[src/rtl/pipe_cla_adder_pkg.sv]
// Shared defaults and operation encoding for the pipelined lookahead adder.
package pipe_cla_adder_pkg;

  localparam int DEF_WIDTH  = 32;
  localparam int DEF_STAGES = 2;
  localparam int DEF_GROUP  = 4;

  typedef enum logic {
    MODE_ADD = 1'b0,
    MODE_SUB = 1'b1
  } mode_e;

endpackage

[src/rtl/pipe_cla_adder_cla_slice.sv]
// Combinational carry-lookahead adder for one pipeline slice: sum-of-products
// carries inside each GROUP-bit group, group carries chained slice-wide.
module cla_slice #(
  parameter int SLICE_W = 16,
  parameter int GROUP   = 4
) (
  input  logic [SLICE_W-1:0] a,
  input  logic [SLICE_W-1:0] b,
  input  logic               cin,
  output logic [SLICE_W-1:0] sum,
  output logic               cout
);

  localparam int NGRP = SLICE_W / GROUP;

  if (GROUP < 1 || SLICE_W < GROUP || (SLICE_W % GROUP) != 0) begin : g_bad_param
    $error("cla_slice: SLICE_W must be a positive multiple of GROUP");
  end

  logic [SLICE_W-1:0] g;
  logic [SLICE_W-1:0] p;
  logic [GROUP-1:0]   pp;
  logic [GROUP:0]     gx;
  logic [GROUP:0]     cc;
  logic               term;
  logic               gcar;

  assign g = a & b;
  assign p = a ^ b;

  // gx[0] is the group carry-in, gx[i] is generate of bit i-1; carry j is the
  // OR over i<=j of gx[i] propagated through p[i..j-1].
  always_comb begin
    sum  = '0;
    gcar = cin;
    pp   = '0;
    gx   = '0;
    cc   = '0;
    term = 1'b0;
    for (int k = 0; k < NGRP; k++) begin
      pp = p[k*GROUP +: GROUP];
      gx = {g[k*GROUP +: GROUP], gcar};
      for (int j = 0; j <= GROUP; j++) begin
        cc[j] = 1'b0;
        for (int i = 0; i <= j; i++) begin
          term = gx[i];
          for (int m = i; m < j; m++) begin
            term = term & pp[m];
          end
          cc[j] = cc[j] | term;
        end
      end
      sum[k*GROUP +: GROUP] = pp ^ cc[GROUP-1:0];
      gcar = cc[GROUP];
    end
  end

  assign cout = gcar;

endmodule

[src/rtl/pipe_cla_adder.sv]
// Add/subtract pipeline: stage s sums operand slice s, later slices and earlier
// results ride along in the stage registers; valid/ready flow with bubble collapse.
module pipe_cla_adder
  import pipe_cla_adder_pkg::*;
#(
  parameter int WIDTH  = DEF_WIDTH,
  parameter int STAGES = DEF_STAGES,
  parameter int GROUP  = DEF_GROUP
) (
  input  logic             clk,
  input  logic             rst_n,
  input  logic             in_valid,
  output logic             in_ready,
  input  logic [WIDTH-1:0] a,
  input  logic [WIDTH-1:0] b,
  input  logic             cin,
  input  logic             sub,
  output logic             out_valid,
  input  logic             out_ready,
  output logic [WIDTH-1:0] sum,
  output logic             cout,
  output logic             ovf,
  output logic             zero
);

  localparam int SLICE_W = WIDTH / STAGES;
  localparam int LAST    = STAGES - 1;

  if (STAGES < 1 || STAGES > 8 || (WIDTH % STAGES) != 0 || GROUP < 1 ||
      (SLICE_W % GROUP) != 0) begin : g_bad_param
    $error("pipe_cla_adder: illegal WIDTH/STAGES/GROUP combination");
  end

  mode_e            mode;
  logic [WIDTH-1:0] b_eff;

  logic [STAGES-1:0] vld;
  logic [STAGES-1:0] can_load;
  logic [STAGES-1:0] up_valid;
  logic [STAGES-1:0] c_q;
  logic [STAGES-1:0] slice_cout;
  logic [WIDTH-1:0]  a_q      [STAGES];
  logic [WIDTH-1:0]  b_q      [STAGES];
  logic [WIDTH-1:0]  s_q      [STAGES];
  logic [WIDTH-1:0]  op_a     [STAGES];
  logic [WIDTH-1:0]  op_b     [STAGES];
  logic [WIDTH-1:0]  nxt_sum  [STAGES];
  logic              ovf_q;
  logic              zero_q;
  logic              ovf_nxt;
  logic              zero_nxt;

  assign mode  = mode_e'(sub);
  assign b_eff = (mode == MODE_SUB) ? ~b : b;

  // A stage can take a new beat when it is empty or its content moves on;
  // evaluated from the output end so bubbles anywhere let upstream advance.
  always_comb begin
    can_load       = '0;
    can_load[LAST] = !vld[LAST] || out_ready;
    for (int s = LAST - 1; s >= 0; s--) begin
      can_load[s] = !vld[s] || can_load[s+1];
    end
  end

  for (genvar s = 0; s < STAGES; s++) begin : g_stage
    logic [WIDTH-1:0]   part;
    logic               carry_in;
    logic [SLICE_W-1:0] slice_sum;
    logic [WIDTH-1:0]   merged;

    if (s == 0) begin : g_first
      assign op_a[s]     = a;
      assign op_b[s]     = b_eff;
      assign part        = '0;
      assign carry_in    = cin ^ sub;
      assign up_valid[s] = in_valid;
    end else begin : g_rest
      assign op_a[s]     = a_q[s-1];
      assign op_b[s]     = b_q[s-1];
      assign part        = s_q[s-1];
      assign carry_in    = c_q[s-1];
      assign up_valid[s] = vld[s-1];
    end

    cla_slice #(
      .SLICE_W(SLICE_W),
      .GROUP  (GROUP)
    ) u_slice (
      .a   (op_a[s][s*SLICE_W +: SLICE_W]),
      .b   (op_b[s][s*SLICE_W +: SLICE_W]),
      .cin (carry_in),
      .sum (slice_sum),
      .cout(slice_cout[s])
    );

    always_comb begin
      merged                       = part;
      merged[s*SLICE_W +: SLICE_W] = slice_sum;
    end

    assign nxt_sum[s] = merged;
  end

  assign ovf_nxt  = (op_a[LAST][WIDTH-1] == op_b[LAST][WIDTH-1]) &&
                    (nxt_sum[LAST][WIDTH-1] != op_a[LAST][WIDTH-1]);
  assign zero_nxt = ~|nxt_sum[LAST];

  // Stage registers; a stalled last stage keeps its result and flags untouched.
  always_ff @(posedge clk or negedge rst_n) begin
    if (!rst_n) begin
      vld    <= '0;
      c_q    <= '0;
      ovf_q  <= 1'b0;
      zero_q <= 1'b0;
      for (int s = 0; s < STAGES; s++) begin
        a_q[s] <= '0;
        b_q[s] <= '0;
        s_q[s] <= '0;
      end
    end else begin
      for (int s = 0; s < STAGES; s++) begin
        if (can_load[s]) begin
          vld[s] <= up_valid[s];
          if (up_valid[s]) begin
            a_q[s] <= op_a[s];
            b_q[s] <= op_b[s];
            s_q[s] <= nxt_sum[s];
            c_q[s] <= slice_cout[s];
          end
        end
      end
      if (can_load[LAST] && up_valid[LAST]) begin
        ovf_q  <= ovf_nxt;
        zero_q <= zero_nxt;
      end
    end
  end

  assign in_ready  = can_load[0];
  assign out_valid = vld[LAST];
  assign sum       = s_q[LAST];
  assign cout      = c_q[LAST];
  assign ovf       = ovf_q;
  assign zero      = zero_q;

endmodule

[config.mk]
export PLATFORM = sky130hd
export DESIGN_NAME = pipe_cla_adder
export DESIGN_NICKNAME = d
export VERILOG_FILES = /design/src/rtl/pipe_cla_adder_pkg.sv /design/src/rtl/pipe_cla_adder_cla_slice.sv /design/src/rtl/pipe_cla_adder.sv
export SDC_FILE = /design/constraint.sdc
export NUM_CORES = 1
export LEC_CHECK = 0
export CAP_MARGIN = 10
export CORE_MARGIN = 2
export CORE_UTILIZATION = 55
export DETAILED_ROUTE_END_ITERATION = 10
export PLACE_DENSITY = 0.86
export RECOVER_POWER = 100
export SYNTH_ARGS = -nofsm -noshare
export SYNTH_HDL_FRONTEND = slang
export SYNTH_SLANG_ARGS = --single-unit
[constraint.sdc]
create_clock -name clk -period 12.1 [get_ports clk]
set_clock_uncertainty 0.05 [all_clocks]
set_input_delay 1.21 -clock clk [delete_from_list [all_inputs] [get_ports clk]]
set_output_delay 1.21 -clock clk [all_outputs]
set_load 0.05 [all_outputs]
==> parameters.txt, run 1 <==
Parameter                              Value

Detailed routing
  Final ANT Viol Nets    0
  Detailed-route via count    3339
  Residual DRC count    0
  Detailed router's first-iteration violation count    96
  Mean number of vias per cell    5.334
  Wire length per cell    15.61 µm
  Total Routed Length    9774 µm
  Detailed-router iteration count before antenna repair    4

Synth
  Yosys synthesis warning count    0
  Most common flop cell mapped by yosys    sky130_fd_sc_hd__dfrtp_1
  Seq cells post-synth    86
  Nets in the synthesized netlist    530
  Distinct cell type count of the synthesized netlist    33
  Post-synthesis area per instance    11.36 µm²
  Share of synthesized registers carrying an async set or reset    100.0%
  Post-Syn Area    0.004679 mm²
  Register area share after synthesis    45.99%
  Count of flip-flops with a built-in enable after synthesis    0
  Cell count after synthesis    412

Global routing
  Via count of the first global-routing pass    3434
  Remaining global-route overflow    0
  Pin count of the biggest net entering global routing    87
  Initial antenna violation count    0
  First-pass GRT wire length    16020 µm
  Global routing usage summed across all routing layers    22.87%

CTS
  Number of clock buffers inserted by TritonCTS    9
  Number of buffers between clock root and the deepest sink    2
  CTS tree    built
  Post_cts resized    0
  Worst skew pair latency    350 ps
  Setup Buffers After CTS    0
  Number of sinks on the clock net    86
  Hold_buf cts    0
  Depth of the CTS H-tree    3
  Clock slew at reported path FFs    80 ps
  Buffer cell driving the clock tree root    sky130_fd_sc_hd__clkbuf_8

Hold path
  Class of the worst hold path    flip-flop to flip-flop
  Hold-critical path depth    2

Layout
  Fill cell count    564
  Growth of design area from synthesis to finish    28.26%
  Antenna diodes    0
  Fraction of layout instances using a drive strength above 1    11.71%
  Layout net count    634

Floorplan
  Placeable Area    0.008217 mm²
  Number of placement rows    33
  Width of the die    96.24 µm
  Y dimension of the die    96.24 µm
  I/O Pins    107
  Full die area    0.009262 mm²
  Effective utilization at floorplan    56.95%

Pwr
  Cell Pwr Density    194.8 mW/mm²
  Static Leak    2.719 nW
  Max rail drop VDD    0.00008559 V

Setup path
  Crit Path Max Fanout    33
  Depth of the worst register-to-register path    19
  Crit path launch type    primary input
  Arrival time at the worst endpoint    7470 ps
  Kind of end point of the critical path    flip-flop
  Critical path type    primary input to flip-flop
  Data required, critical path    12140 ps

Timing
  Setup repair after global routing missed its margin    false
  Pins over their slew limit    250
  Setup TNS Final    0 ps
  Worst slew slack as a fraction of its limit    -191.4%
  Slew @ Worst Pin    4371 ps
  Worst hold slack    427.4 ps
  Fin crit share    61.35%
  Final setup viols    0
  Final period demand of the worst path    7424 ps
  Peak Freq    134.7 MHz
  Number of endpoints with negative hold slack in the final report    0

Outcome
  Status    finished, violations left
  Violations in the final reports    capacitance limit, slew limit

Job
  Max-cap viol count    4

Placement
  Routability Congestion    0.7723
  Port Buffers    106
  HPWL after detailed placement    7283 µm
==> power breakdown <==
part / total (mW) / internal [mW] / switching, mW / leakage [nW]
Sequential: 0.424 / 0.370 / 0.0539 / 1.04
Combinational: 0.545 / 0.207 / 0.338 / 1.59
Clock: 0.201 / 0.101 / 0.0995 / 0.0955
==> area by class of cell <==
cell class | instances | area, µm² | area share (%)
tap | 105 | 131.4 | 2.189
clock buffer | 11 | 141.4 | 2.356
inverter | 16 | 60.06 | 1.001
timing repair buffer | 109 | 1061 | 17.68
clock inverter | 5 | 58.81 | 0.9798
multi-input combinational | 294 | 2397 | 39.94
sequential | 86 | 2152 | 35.86
==> path summary, 6_finish.rpt <==
path / startpoint / endpoint / slack (ps)
worst max-delay path: sub / c_q[0]$_DFFE_PN0P_ / 4680
worst min-delay path: ovf$_DFFE_PN0P_ / ovf$_DFFE_PN0P_ / 430
worst max register to register: a_q[48]$_DFFE_PN0P_ / zero$_DFFE_PN0P_ / 7260
worst min register to register: ovf$_DFFE_PN0P_ / ovf$_DFFE_PN0P_ / 430
max in group asynchronous: rst_n / sum[9]$_DFFE_PN0P_ / 7190
min in group asynchronous: rst_n / g_stage[1].part[10]$_DFFE_PN0P_ / 2340
==> cell families after synthesis <==
| logic type | count (synthesis) | share of synthesized area (%) |
|---|---|---|
| buffers and inverters | 32 | 2.701 |
| flip-flops | 86 | 45.99 |
| AND/OR/NAND/NOR | 81 | 8.717 |
| multiplexers | 39 | 9.385 |
| XOR/XNOR | 53 | 9.920 |
| adder cells (fa/ha/maj) | 48 | 14.12 |
| AO/OA/AOI/OAI | 73 | 9.171 |
==> metrics by stage <==
stage | cells | setup slack, ps | util, % | area (µm²) | total power, mW
after detailed placement | 610 | 5689 | 70.87 | 5823 | 0.9941
after CTS | 626 | 6045 | 73.31 | 6023 | 1.197
after global placement | 610 | 6080 | 70.87 | 5823 | 0.9734
after floorplan | 412 | 6363 | - | 4679 | 0.7945
final | 626 | 4676 | 73.05 | 6002 | 1.169
after global routing | 626 | 4037 | 73.05 | 6002 | 1.238
==> sequential cells by signal, summed over array words and instances, names as in the netlist <==
name and count:
c_q 2, zero 1, g_stage.part 16, ovf 1
b_q 16, sum 32, vld 2, a_q 16
==> metal layers <==
metal	track usage, %	routed length (µm)	share of wire [%]
met5	0	0	0
met4	7.976	140	1.4
met3	2.271	335	3.4
met2	41.72	5232	54
met1	28.08	4064	42
==> layout by cell type, fill, tap and decap left out, types with 8 or more instances in the layout <==
master,netlist,layout
sky130_fd_sc_hd__fa_1,8,8
sky130_fd_sc_hd__dfrtp_1,86,86
sky130_fd_sc_hd__clkdlybuf4s50_1,0,66
sky130_fd_sc_hd__xor2_1,23,23
sky130_fd_sc_hd__o21ai_0,45,45
sky130_fd_sc_hd__inv_1,16,16
sky130_fd_sc_hd__nand2_1,51,50
sky130_fd_sc_hd__mux2_2,39,39
sky130_fd_sc_hd__ha_1,40,40
sky130_fd_sc_hd__clkbuf_8,0,10
sky130_fd_sc_hd__xnor2_1,30,30
sky130_fd_sc_hd__dlygate4sd3_1,0,38
==> Yosys cell counts, types with 2 or more instances <==
library cell / n / share of area, %
sky130_fd_sc_hd__ha_1: 40 / 11
sky130_fd_sc_hd__a211oi_1: 2 / 0.32
sky130_fd_sc_hd__or3_1: 4 / 0.53
sky130_fd_sc_hd__nand2_1: 51 / 4.1
sky130_fd_sc_hd__xor2_1: 23 / 4.3
sky130_fd_sc_hd__a21oi_1: 5 / 0.53
sky130_fd_sc_hd__o21ai_0: 45 / 4.8
sky130_fd_sc_hd__nor4_2: 4 / 1.1
sky130_fd_sc_hd__clkbuf_1: 11 / 0.88
sky130_fd_sc_hd__buf_2: 5 / 0.53
sky130_fd_sc_hd__fa_1: 8 / 3.4
sky130_fd_sc_hd__nand3b_1: 2 / 0.32
sky130_fd_sc_hd__nor2_1: 5 / 0.40
sky130_fd_sc_hd__xnor2_1: 30 / 5.6
sky130_fd_sc_hd__mux2_2: 39 / 9.4
sky130_fd_sc_hd__o21a_1: 6 / 0.96
sky130_fd_sc_hd__a21o_1: 7 / 1.1
sky130_fd_sc_hd__o211a_1: 2 / 0.43
sky130_fd_sc_hd__nand2b_1: 7 / 0.94
sky130_fd_sc_hd__o211ai_1: 3 / 0.48
sky130_fd_sc_hd__inv_1: 16 / 1.3
sky130_fd_sc_hd__dfrtp_1: 86 / 46
==> worst max-delay path, cell delays in order <==
cell                       delay, ps
sky130_fd_sc_hd__buf_2            70
sky130_fd_sc_hd__clkbuf_1       1590
sky130_fd_sc_hd__xor2_1          260
sky130_fd_sc_hd__ha_1            390
sky130_fd_sc_hd__ha_1            210
sky130_fd_sc_hd__o21a_1          180
sky130_fd_sc_hd__o21ai_0         270
sky130_fd_sc_hd__nand2b_1        130
sky130_fd_sc_hd__a21o_1          220
sky130_fd_sc_hd__ha_1            200
sky130_fd_sc_hd__o21a_1          190
sky130_fd_sc_hd__o21ai_0         250
sky130_fd_sc_hd__nand2b_1        130
sky130_fd_sc_hd__a21o_1          220
sky130_fd_sc_hd__ha_1            200
sky130_fd_sc_hd__o21a_1          190
sky130_fd_sc_hd__o21ai_0         210
sky130_fd_sc_hd__nand2b_1        120
sky130_fd_sc_hd__a21o_1          220
sky130_fd_sc_hd__ha_1            200
sky130_fd_sc_hd__o21ai_0         160
sky130_fd_sc_hd__nand2b_1        110
sky130_fd_sc_hd__a21o_1          210
sky130_fd_sc_hd__a211oi_1        240
sky130_fd_sc_hd__a21oi_1          80
Power figures use the tool's default switching activity.
==> inputs of run 2 (changes only) <==
- CORE_UTILIZATION: 55 -> 51
- PLACE_DENSITY: 0.86 -> 0.81
- clock period: 12.1 -> 6.9 ns (I/O delays scaled with it)
==> parameters.txt, run 2 (same netlist as run 1, synthesis figures left out) <==
Parameter                              Value

Outcome
  Status    finished, violations left
  Violations in the final reports    capacitance limit, slew limit

Layout
  Most frequent standard cell in the layout excluding fill and tap cells    sky130_fd_sc_hd__dfrtp_1
  Non-filler instance count after layout    628
  Antenna diodes    0
  Fraction of layout instances using a drive strength above 1    11.73%
  Growth of design area from synthesis to finish    29.20%
  Top library cells by usage in the layout, fill and taps aside    sky130_fd_sc_hd__dfrtp_1 (86), sky130_fd_sc_hd__clkdlybuf4s50_1 (65), sky130_fd_sc_hd__nand2_1 (50)
  Layout net count    634
  Area occupied by multi-input gates    0.002397 mm²
  Fill cell count    664
  Area occupied by registers    0.002152 mm²
  Max reg flops    32

Global routing
  Remaining global-route overflow    0
  Initial antenna violation count    0
  Global routing usage summed across all routing layers    21.28%
  Pin count of the biggest net entering global routing    87
  First-pass GRT wire length    16500 µm
  Via count of the first global-routing pass    3451

Floorplan
  Width of the die    99.79 µm
  Full die area    0.009958 mm²
  Y dimension of the die    99.79 µm
  Number of placement rows    34
  Placeable Area    0.008806 mm²
  I/O Pins    107
  Effective utilization at floorplan    53.14%

Detailed routing
  Mean number of vias per cell    5.232
  Detailed router's first-iteration violation count    134
  Total Routed Length    9833 µm
  Final ANT Viol Nets    0
  Detailed-route via count    3286
  Residual DRC count    0
  Detailed-router iteration count before antenna repair    4
  Wire length per cell    15.66 µm

Pwr
  Clk network pwr share    19.8%
  Cell Pwr Density    349.8 mW/mm²
  Switching Fraction    40.53%
  Share of power burned in registers    35.2%
  Logic pwr share    44.9%
  Internal power consumption    1.258 mW
  Static Leak    2.747 nW
  NetSw    0.8573 mW
  Max rail drop VDD    0.0001756 V

Setup path
  Kind of end point of the critical path    flip-flop
  Arrival time at the worst endpoint    5520 ps
  Depth of the worst register-to-register path    19
  Data required, critical path    6960 ps
  Crit Path Max Fanout    2
  Crit path launch type    primary input
  Ordered cell list for the critical path    dlygate4sd3_1 -> xor2_1 -> ha_1 -> ha_1 -> o21a_1 -> o21ai_0 -> nand2b_1 -> a21o_1 -> ha_1 -> o21a_1 -> o21ai_0 -> nand2b_1 -> a21o_1 -> ha_1 -> o21a_1 -> o21ai_0 -> nand2b_1 -> a21o_1 -> ha_1 -> o21ai_0 -> nand2b_1 -> a21o_1 -> a211oi_1 -> a21oi_1
  Worst reg2reg setup slack    2030 ps
  Slowest cell delay on critical path    540 ps
  Cell at the slowest stage of the critical path    sky130_fd_sc_hd__dlygate4sd3_1
  Most numerous cell on the critical path    sky130_fd_sc_hd__ha_1
  Worst R2R Start    a_q[48]$_DFFE_PN0P_
  Crit path from    b[0]
  Critical path type    primary input to flip-flop
  End of the worst register-to-register path    zero$_DFFE_PN0P_

CTS
  Hold_buf cts    0
  Worst skew pair latency    350 ps
  Number of sinks on the clock net    86
  Setup Buffers After CTS    0
  Clock slew at reported path FFs    80 ps
  Depth of the CTS H-tree    3
  Number of buffers between clock root and the deepest sink    2
  Number of clock buffers inserted by TritonCTS    9
  Buffer cell driving the clock tree root    sky130_fd_sc_hd__clkbuf_8
  Post_cts resized    0
  CTS tree    built

Hold path
  Class of the worst hold path    flip-flop to flip-flop
  Hold path start    c_q[1]$_DFFE_PN0P_
  End point of the worst hold path    c_q[1]$_DFFE_PN0P_
  Hold-critical path depth    2

Timing
  Setup TNS Final    0 ps
  Peak Freq    183.3 MHz
  Slew @ Worst Pin    4439 ps
  Fin crit share    79.07%
  Final setup viols    0
  Worst slew slack as a fraction of its limit    -195.9%
  Final period demand of the worst path    5456 ps
  Setup repair after global routing missed its margin    false
  Number of endpoints with negative hold slack in the final report    0
  Pins over their slew limit    170

Placement
  Port Buffers    106
  Placed cell count    613
  HPWL after detailed placement    7456 µm
  Routability Congestion    0.7518

Job
  Max-cap viol count    2
==> run 2: cell types whose count changed in the layout (fill, tap and decap cells not counted) <==
cell                              change
sky130_fd_sc_hd__buf_4                +1
sky130_fd_sc_hd__bufinv_16            +2
sky130_fd_sc_hd__clkbuf_1             -1
sky130_fd_sc_hd__clkdlybuf4s50_1      -1
sky130_fd_sc_hd__clkinv_4             -1
sky130_fd_sc_hd__clkinvlp_4           -2
sky130_fd_sc_hd__dlygate4sd3_1        +1
==> run 2: critical path: cells and delay by family <==
| kind | cells | cell delay [ps] |
|---|---|---|
| AND/OR/NAND/NOR | 4 | 500 |
| adder cells (fa/ha/maj) | 5 | 1030 |
| AO/OA/AOI/OAI | 13 | 2570 |
| buffers and inverters | 1 | 540 |
| XOR/XNOR | 1 | 210 |
==> run 2: worst max-delay path by stage <==
stage | slack, ps | cells after the start | to
2_1_floorplan | 1680 | 25 | c_q[0]$_DFFE_PN0P_
3_3_place_gp | 1490 | 24 | c_q[0]$_DFFE_PN0P_
3_5_place_dp | 1230 | 24 | c_q[0]$_DFFE_PN0P_
4_1_cts | 1590 | 24 | c_q[0]$_DFFE_PN0P_
5_1_grt | 1020 | 24 | c_q[0]$_DFFE_PN0P_
6_report | 1440 | 24 | c_q[0]$_DFFE_PN0P_
==> run 2: stage by stage <==
stage               instance area (µm²)  setup WS [ps]  hold WS (ps)  power (mW)  util (%)
floorplan                          4679           1683         344.4       1.393         -
global placement                   5827           1490         412.2       1.711     66.17
detailed placement                 5827           1232         423.4       1.744     66.17
CTS                                6063           1591         441.0       2.163     68.85
global route                       6046           1017         463.8       2.232     68.66
finish                             6046           1444         433.1       2.115     68.66
==> run 2: layout make-up <==
cell class / count / area share, %
multi-input cells: 294 / 39.65
flip-flops and latches: 86 / 35.60
clock inverters: 4 / 1.573
inverters: 16 / 0.9934
repair buffers: 109 / 17.61
well taps: 108 / 2.235
clock buffers: 11 / 2.339
==> run 2: per-layer routing <==
layer / GRT usage, % / vias up / routed length [µm]
met3: 4.039 / 17 / 410
met2: 36.54 / 74 / 4977
met1: 27.05 / 1584 / 4250
met5: 0 / - / 0
met4: 7.692 / 0 / 195
li1: - / 1611 / -
==> run 2: power by group through the flow <==
stage	sequential (mW)	clock (mW)	combinational, mW
after CTS	0.750	0.425	0.989
after detailed placement	0.759	0	0.985
after floorplan	1.04	0	0.348
after global routing	0.765	0.448	1.02
final	0.745	0.419	0.950
after global placement	0.752	0	0.959
==> inputs of run 3 (changes only) <==
- clock period: 6.9 -> 5.5 ns (I/O delays scaled with it)
==> parameters.txt, run 3 (same netlist as run 1, synthesis figures left out) <==
Parameter                              Value

CTS
  Worst skew pair latency    350 ps
  Number of buffers between clock root and the deepest sink    2
  Clock slew at reported path FFs    80 ps
  Hold_buf cts    0
  CTS tree    built
  Depth of the CTS H-tree    3
  Number of sinks on the clock net    86
  Buffer cell driving the clock tree root    sky130_fd_sc_hd__clkbuf_8
  Setup Buffers After CTS    0
  Number of clock buffers inserted by TritonCTS    9

Layout
  Layout net count    635
  Top library cells by usage in the layout, fill and taps aside    sky130_fd_sc_hd__dfrtp_1 (86), sky130_fd_sc_hd__clkdlybuf4s50_1 (66), sky130_fd_sc_hd__nand2_1 (51)
  Non-filler instance count after layout    629
  Most frequent standard cell in the layout excluding fill and tap cells    sky130_fd_sc_hd__dfrtp_1
  Growth of design area from synthesis to finish    29.06%
  Antenna diodes    0
  Area of all placed cells without fillers    0.006040 mm²
  Fraction of layout instances using a drive strength above 1    12.09%
  Fill cell count    694
  Max reg flops    32

Placement
  HPWL after detailed placement    7629 µm
  Port Buffers    106
  Cell area reported after detailed placement    0.005834 mm²
  Placed cell count    614
  Routability Congestion    0.7666

Floorplan
  Effective utilization at floorplan    53.14%
  I/O Pins    107
  Full die area    0.009958 mm²
  Y dimension of the die    99.79 µm
  Number of placement rows    34
  Width of the die    99.79 µm
  Placeable Area    0.008806 mm²

Setup path
  Crit path from    b[0]
  Worst Path Buf+Inv    1
  Ordered cell list for the critical path    clkdlybuf4s50_1 -> xor2_1 -> ha_1 -> ha_1 -> o21a_1 -> o21ai_1 -> nand2b_1 -> a21o_1 -> ha_1 -> o21a_1 -> o21ai_1 -> nand2b_1 -> a21o_1 -> ha_1 -> o21a_1 -> o21ai_0 -> nand2b_1 -> a21o_1 -> ha_1 -> o21ai_0 -> nand2b_1 -> a21o_1 -> a211oi_1 -> a21oi_1
  Kind of end point of the critical path    flip-flop
  Most numerous cell on the critical path    sky130_fd_sc_hd__ha_1
  End of the worst register-to-register path    zero$_DFFE_PN0P_
  Critical path depth in cells    24
  Arrival time at the worst endpoint    5240 ps
  Data required, critical path    5670 ps
  Worst R2R Start    a_q[48]$_DFFE_PN0P_
  Crit path launch type    primary input
  Depth of the worst register-to-register path    19
  Cell at the slowest stage of the critical path    sky130_fd_sc_hd__clkdlybuf4s50_1
  Crit-path leading delay family    compound AO/OA/AOI/OAI gates
  Critical path type    primary input to flip-flop
  Worst reg2reg setup slack    520 ps
  Crit Path Max Fanout    2
  Critical path endpoint    c_q[0]$_DFFE_PN0P_
  Slowest cell delay on critical path    470 ps

Global routing
  Global routing usage summed across all routing layers    20.70%
  Pin count of the biggest net entering global routing    87
  Via count of the first global-routing pass    3393
  Remaining global-route overflow    0
  First-pass GRT wire length    15930 µm
  Initial antenna violation count    0

Timing
  Final setup viols    0
  Setup repair after global routing missed its margin    false
  Slew @ Worst Pin    4451 ps
  Worst slew slack as a fraction of its limit    -196.8%
  Number of endpoints with negative hold slack in the final report    0
  Fin crit share    92.29%
  Peak Freq    197.0 MHz
  Pins over their slew limit    87
  Final period demand of the worst path    5076 ps
  Setup TNS Final    0 ps

Detailed routing
  Detailed router's first-iteration violation count    78
  Detailed-router iteration count before antenna repair    4
  Mean number of vias per cell    5.213
  Total Routed Length    9812 µm
  Residual DRC count    0
  Detailed-route via count    3279
  Wire length per cell    15.60 µm
  Final ANT Viol Nets    0

Job
  Max-cap viol count    1

Pwr
  Cell Pwr Density    433.7 mW/mm²
  Max rail drop VDD    0.0001983 V
  Static Leak    2.751 nW

Hold path
  Class of the worst hold path    flip-flop to flip-flop
  Hold path start    sum[19]$_DFFE_PN0P_

Outcome
  Violations in the final reports    capacitance limit, slew limit
  Status    finished, violations left
[run 3: routing by layer]
layer | vias to the layer above | global-route usage [%] | part of all wire (%)
met5 | - | 0 | 0
met4 | 0 | 8.746 | 1.7
met3 | 12 | 3.134 | 3.7
met2 | 72 | 35.97 | 52
met1 | 1581 | 25.89 | 42
li1 | 1614 | - | -
[run 3: worst reg2reg max path: cells and delay by family, from the launching register on]
kind                       cells  cell delay, ps
AOI/OAI and AO/OA              7            1460
DFF                            1             400
adders and majority gates      5            1370
and+or+nand+nor                7            1630
[run 3: area by class of cell]
type,instances,area (µm²),area share [%]
clock buffer,11,151.4,2.507
multi-input combinational,294,2395,39.65
sequential,86,2152,35.63
tap,108,135.1,2.237
timing repair buffer,110,1076,17.82
inverter,16,60.06,0.9944
clock inverter,4,70.07,1.160
[run 3: per-stage QoR]
step	setup slack, ps	util, %	total power [mW]	hold WS [ps]
2_1_floorplan	423.4	-	1.748	204.4
3_3_place_gp	238.3	66.25	2.147	411.5
3_5_place_dp	-82.31	66.25	2.190	421.4
4_1_cts	283.0	68.77	2.683	371.6
5_1_grt	62.04	68.58	2.757	463.4
6_report	424.1	68.58	2.619	430.3
[run 3: what timing repair did]
item / 4_1_cts / 5_1_grt
hold endpoints to repair: 0 / 0
setup endpoints to repair: 0 / 1
gates resized for setup: 0 / 2
[run 3: worst min path at each step]
stage | endpoint | slack (ps) | depth (start not counted)
finish | sum[19]$_DFFE_PN0P_ | 430 | 2
global route | b_q[49]$_DFFE_PN0P_ | 460 | 2
CTS | g_stage[1].part[10]$_DFFE_PN0P_ | 370 | 1
detailed placement | sum[19]$_DFFE_PN0P_ | 420 | 2
global placement | sum[31]$_DFFE_PN0P_ | 410 | 2
floorplan | a_q[48]$_DFFE_PN0P_ | 200 | 0
[run 3: power breakdown]
part	switching, mW	internal, mW	leakage, nW
clock network	0.217	0.277	0.115
logic	0.741	0.453	1.60
registers	0.118	0.813	1.04
